==> src/rtl/fibonacci_gen.sv <==
// fibonacci_gen: programmable-seed Fibonacci-type sequence generator.
// Emits up to n_terms terms of x[k+2] = x[k+1] + x[k] on a valid/ready
// stream. Overflow either ends the run (OVF_MODE=0) or wraps modulo
// 2^WIDTH (OVF_MODE=1). A one-cycle done pulse marks the end of each run.
module fibonacci_gen #(
  parameter int WIDTH    = 16,
  parameter int CNT_W    = 8,
  parameter int OVF_MODE = 0
) (
  input  logic             clock,
  input  logic             reset,
  input  logic             start,
  input  logic [WIDTH-1:0] seed0,
  input  logic [WIDTH-1:0] seed1,
  input  logic [CNT_W-1:0] n_terms,
  input  logic             f_ready,
  output logic             f_valid,
  output logic [WIDTH-1:0] f_out,
  output logic [CNT_W-1:0] f_idx,
  output logic             busy,
  output logic             done,
  output logic             overflow
);

  localparam logic [1:0] ST_IDLE = 2'd0;
  localparam logic [1:0] ST_RUN  = 2'd1;
  localparam logic [1:0] ST_DONE = 2'd2;

  localparam logic WRAP_EN = (OVF_MODE != 0);

  logic [1:0]       state_q, state_d;
  logic [WIDTH-1:0] ant_q, ant_d;
  logic [WIDTH-1:0] pres_q, pres_d;
  logic             pres_ovf_q, pres_ovf_d;
  logic [CNT_W-1:0] idx_q, idx_d;
  logic [CNT_W-1:0] n_terms_q, n_terms_d;
  logic             overflow_q, overflow_d;

  logic [WIDTH:0]   sum;
  logic             accept;
  logic             last_term;

  // The carry out of the WIDTH+1-bit sum flags that the next term no longer fits.
  assign sum       = {1'b0, ant_q} + {1'b0, pres_q};
  assign accept    = (state_q == ST_RUN) && f_ready;
  assign last_term = (idx_q == (n_terms_q - CNT_W'(1)));

  // Next-state and datapath update; every register holds unless an event moves it.
  always_comb begin
    state_d    = state_q;
    ant_d      = ant_q;
    pres_d     = pres_q;
    pres_ovf_d = pres_ovf_q;
    idx_d      = idx_q;
    n_terms_d  = n_terms_q;
    overflow_d = overflow_q;

    case (state_q)
      ST_IDLE: begin
        if (start) begin
          ant_d      = seed0;
          pres_d     = seed1;
          pres_ovf_d = 1'b0;
          idx_d      = '0;
          n_terms_d  = n_terms;
          overflow_d = 1'b0;
          state_d    = (n_terms == '0) ? ST_DONE : ST_RUN;
        end
      end

      ST_RUN: begin
        if (accept) begin
          if (last_term) begin
            state_d = ST_DONE;
            if (!WRAP_EN && pres_ovf_q) begin
              overflow_d = 1'b1;
            end
          end else if (!WRAP_EN && pres_ovf_q) begin
            overflow_d = 1'b1;
            state_d    = ST_DONE;
          end else begin
            ant_d      = pres_q;
            pres_d     = sum[WIDTH-1:0];
            pres_ovf_d = sum[WIDTH];
            idx_d      = idx_q + CNT_W'(1);
            if (WRAP_EN && pres_ovf_q) begin
              overflow_d = 1'b1;
            end
          end
        end
      end

      ST_DONE: begin
        state_d = ST_IDLE;
      end

      default: begin
        state_d = ST_IDLE;
      end
    endcase
  end

  // State and datapath registers, cleared asynchronously by the active-low reset.
  always_ff @(posedge clock or negedge reset) begin
    if (!reset) begin
      state_q    <= ST_IDLE;
      ant_q      <= '0;
      pres_q     <= '0;
      pres_ovf_q <= 1'b0;
      idx_q      <= '0;
      n_terms_q  <= '0;
      overflow_q <= 1'b0;
    end else begin
      state_q    <= state_d;
      ant_q      <= ant_d;
      pres_q     <= pres_d;
      pres_ovf_q <= pres_ovf_d;
      idx_q      <= idx_d;
      n_terms_q  <= n_terms_d;
      overflow_q <= overflow_d;
    end
  end

  assign f_valid  = (state_q == ST_RUN);
  assign busy     = (state_q == ST_RUN);
  assign done     = (state_q == ST_DONE);
  assign f_out    = ant_q;
  assign f_idx    = idx_q;
  assign overflow = overflow_q;

endmodule

==> config.mk <==
export PLATFORM = sky130hd
export DESIGN_NAME = fibonacci_gen
export DESIGN_NICKNAME = d
export VERILOG_FILES = /design/src/rtl/fibonacci_gen.sv
export SDC_FILE = /design/constraint.sdc
export NUM_CORES = 1
export LEC_CHECK = 0
export CORE_ASPECT_RATIO = 1.5
export CORE_MARGIN = 2
export CORE_UTILIZATION = 30
export DETAILED_ROUTE_END_ITERATION = 8
export GPL_ROUTABILITY_DRIVEN = 0
export PLACE_DENSITY_LB_ADDON = 0.08
export SLEW_MARGIN = 20
export SYNTH_ARGS = -nofsm -noshare
export SYNTH_HDL_FRONTEND = slang
export SYNTH_SLANG_ARGS = --single-unit
==> constraint.sdc <==
create_clock -name clock -period 5.89 [get_ports clock]
set_clock_uncertainty 0.2 [all_clocks]
set_input_delay 0.589 -clock clock [delete_from_list [all_inputs] [get_ports clock]]
set_output_delay 0.589 -clock clock [all_outputs]
set_load 0.01 [all_outputs]
==> run_results.csv <==
group,metric,value,unit
sta,fin_crit_sh,59.9,%
power,intPower,1.61,mW
sta,holdWs,0.220,ns
synth,ys_types,61,
synth,yosysTopAreaCell,"dfrtp_1",
worst_setup_path,required,5.87,ns
sta,worst_slew_margin_rel,39.2,%
power,pwr-share-comb,64.7,%
drt,dr.first_iter.drc_count,116,
synth,synth_edf_count,0,
clock_tree,root_buffer,"clkbuf_16",
worst_setup_path,rrSetupSlack,2.36,ns
placed_design,dpl_cell_area,4530,um^2
floorplan,initial_utilization,30.9,%
placed_design,hpwlAfterDp,7.15,mm
power,power_frac_clock,10.6,%
synth,synth_area,3710,um^2
clock_tree,cts-buffers-inserted,5,
floorplan,rows,49,
clock_tree,path_clk_slew,0.08,ns
worst_setup_path,reg2reg_from,"state_q[1]",
global_routing,grt_antenna_before_repair,0,
floorplan,fp.dieH,140,um
drt,drc,0,
clock_tree,post_cts_buffers,0,
global_routing,track_usage,15.6,%
synth,avgSynthCellArea,9.19,um^2
global_routing,grt_max_degree,53,
synth,yosys_warnings,0,
sta,final.setup.tns,0,ns
power,leakage,2.11,nW
synth,synth.net_count,467,
worst_setup_path,crit_arrival,3.51,ns
hold_path,hp-class,"input pin to async pin",
cells_and_area,area_growth_syn_to_layout,26.0,%
cells_and_area,multiInputGateArea,2260,um^2
synth,yosysSeqAreaShare,35.0,%
worst_setup_path,cp_cell_sequence,"nand2b_2 -> inv_2 -> nand2_1 -> or2_2 -> o21ai_4 -> buf_4 -> mux2_4",
power,p_sw,1.27,mW
synth,synth_simple_gate_area_share,21.4,%
placed_design,port_buffers,71,
clock_tree,ctsLongestPathBuffers,2,
sta,finalMaxSlewViolations,0,
drt,wl,9.82,mm
synth,yosys-top-cells-area,"dfrtp_1, mux2_4, nand2_1, ha_1, o21ai_0",
worst_setup_path,r2r_cells,7,
floorplan,core,12000,um^2
drt,postRouteAntennaNets,0,
cells_and_area,nFillCells,1290,
synth,synth_mux_area_share,13.5,%
sta,rsz0062_at_grt,"no",
run_status,status,"finished clean",
floorplan,io_pins,72,
drt,drt_pre_antenna_iters,4,
clock_tree,htreeDepth,2,
global_routing,grt_overflow,0,
synth,async_reset_ff_share,100,%
synth,synth_top_family_by_area,"simple AND/OR/NAND/NOR gates",
drt,routedWlPerCell,15.8,um
synth,syn_inst,404,
sta,fmax,284,MHz
worst_setup_path,cp_num_buf_inv,2,
clock_tree,worstSkewPairLatency,0.30,ns
synth,synth_adder_area_share,6.60,%
drt,viasPerCell,5.09,
synth,synthXorXnorAreaFrac,3.54,%
flow_run,cap_violations,0,
cells_and_area,final_layout_size_suffix_gt1_share,11.9,%
power,vdd_drop_max,0.221,mV
cells_and_area,antenna_cells,0,
global_routing,grt_pass1_vias,3356,
floorplan,dieWidth,94.8,um
synth,ys_seq_elements,52,
worst_setup_path,start_kind,"flop",
synth,ys.flop_type,"dfrtp_1",
clock_tree,cts_repair_resize_count,0,
clock_tree,clock-sinks,52,
power,power_density,616,nW/um^2
power,seqPwrFrac,24.7,%
cells_and_area,seq_area,1300,um^2
worst_setup_path,slowest_stage,"o21ai_4",
worst_setup_path,crit_family,"simple AND/OR/NAND/NOR gates",
cells_and_area,final_area,4680,um^2
synth,synth_top_cell_area_share,35.0,%
clock_tree,cts_tree,"yes",
power,switching_share,44.1,%
sta,hold_viol_final,0,
worst_setup_path,critPathMaxFanout,47,
worst_setup_path,endpoint_kind,"flop",
sta,min_period,3.53,ns
worst_setup_path,max_stage_delay,0.65,ns
clock_tree,cts-hold-fix-buffers,0,
worst_setup_path,critPathKind,"flop to flop",
sta,worst_pin_slew,0.913,ns
drt,vias,3167,
floorplan,dieArea,13300,um^2
global_routing,grt_pass1_wl,16.4,mm
worst_setup_path,r2r-end,"f_out[10]",
synth,synth_compound_area_share,15.8,%
cells_and_area,final_nets,531,
sta,finalSetupViolations,0,
worst max path at each step:
stage,startpoint,end,slack (ns),cells past startpoint
after detailed placement,state_q[1],f_out[10],2.32,7
after floorplan,f_out[0],pres_q[8],3.17,8
final,state_q[1],f_out[10],2.36,7
after global routing,state_q[1],f_out[10],2.11,7
after global placement,state_q[1],f_out[8],2.36,7
after CTS,state_q[1],f_out[12],2.30,7
cells in the final DEF (no fill, tap or decap), drive strengths merged, types with 3 or more instances in the layout:
master / n
a211oi: 7
clkbuf: 5
o21bai: 3
clkdlybuf4s50: 70
mux2: 31
or3: 5
ha: 18
mux2i: 4
o21ai: 22
nor4: 6
nor3: 9
nor2b: 4
or4: 3
nor2: 14
xnor2: 8
dfrtp: 52
nand4: 6
o31ai: 5
nand2b: 4
nand2: 101
o211ai: 4
xor2: 7
inv: 11
o2111ai: 4
nand3: 7
o21a: 3
a31oi: 3
a21oi: 14
buf: 5
a21o: 5
final cells by class:
type                            count  share of cell area [%]
Clock buffer                        5                    2.67
Clock inverter                      3                   0.508
Inverter                           11                   0.882
Multi-Input combinational cell    323                    48.3
Sequential cell                    52                    27.8
Tap cell                          153                    4.09
Timing Repair Buffer               75                    15.7
metal layers:
metal / track usage, % / up-vias / share of wire [%]
met3: 2.10 / 15 / 3.0
met1: 18.2 / 1514 / 40
li1: - / 1574 / -
met4: 5.80 / 0 / 2.2
met5: 0 / - / 0
met2: 28.4 / 64 / 55
power groups by stage:
| stage | clock [mW] | sequential [mW] | combinational [mW] |
|---|---|---|---|
| after floorplan | 0 | 0.684 | 1.42 |
| after global placement | 0 | 0.719 | 1.86 |
| after global routing | 0.330 | 0.742 | 2.09 |
| final | 0.305 | 0.712 | 1.87 |
| after CTS | 0.317 | 0.715 | 1.90 |
| after detailed placement | 0 | 0.719 | 1.89 |
sequential cells by signal, indices dropped and copies added (netlist names):
| name | flops |
|---|---|
| overflow | 1 |
| f_idx | 8 |
| f_out | 16 |
| pres_ovf_q | 1 |
| state_q | 2 |
| pres_q | 16 |
| n_terms_q | 8 |
through the flow:
step,setup slack [ns],utilization (%),instances,power [mW]
2_1_floorplan,3.17,-,404,2.10
3_3_place_gp,2.36,37.7,614,2.58
3_5_place_dp,2.32,37.7,614,2.61
4_1_cts,2.30,38.9,622,2.93
5_1_grt,2.11,38.9,622,3.17
6_report,2.36,38.9,622,2.88
cells by family after synthesis:
logic type                 after synthesis
adders and majority gates               19
buffers and inverters                   29
AOI/OAI and AO/OA                       84
muxes                                   35
DFF                                     52
and+or+nand+nor                        170
xor gates and xnor gates                15
Yosys cell counts, drive strengths merged, types with 3 or more instances:
| cell | n |
|---|---|
| a21o | 5 |
| nand2b | 4 |
| a31oi | 3 |
| a21oi | 14 |
| nor2b | 4 |
| xnor2 | 8 |
| o21bai | 3 |
| or3 | 5 |
| dfrtp | 52 |
| o2111ai | 4 |
| nor4 | 6 |
| inv | 11 |
| nand3 | 7 |
| nand2 | 101 |
| xor2 | 7 |
| mux2 | 31 |
| nand4 | 6 |
| mux2i | 4 |
| o21ai | 22 |
| o211ai | 4 |
| o31ai | 5 |
| ha | 18 |
| nor2 | 14 |
| buf | 11 |
| a211oi | 7 |
| nor3 | 9 |
| or4 | 3 |
| o21a | 3 |
| clkbuf | 7 |
worst register-to-register path, delay by kind of cell (launching register included):
family | cells | cell delay (ns)
buf+inv | 2 | 0.65
flops | 1 | 0.43
mux | 1 | 0.34
compound gates | 1 | 0.65
simple gates | 3 | 1.14
(Power assumes the default switching activity.)
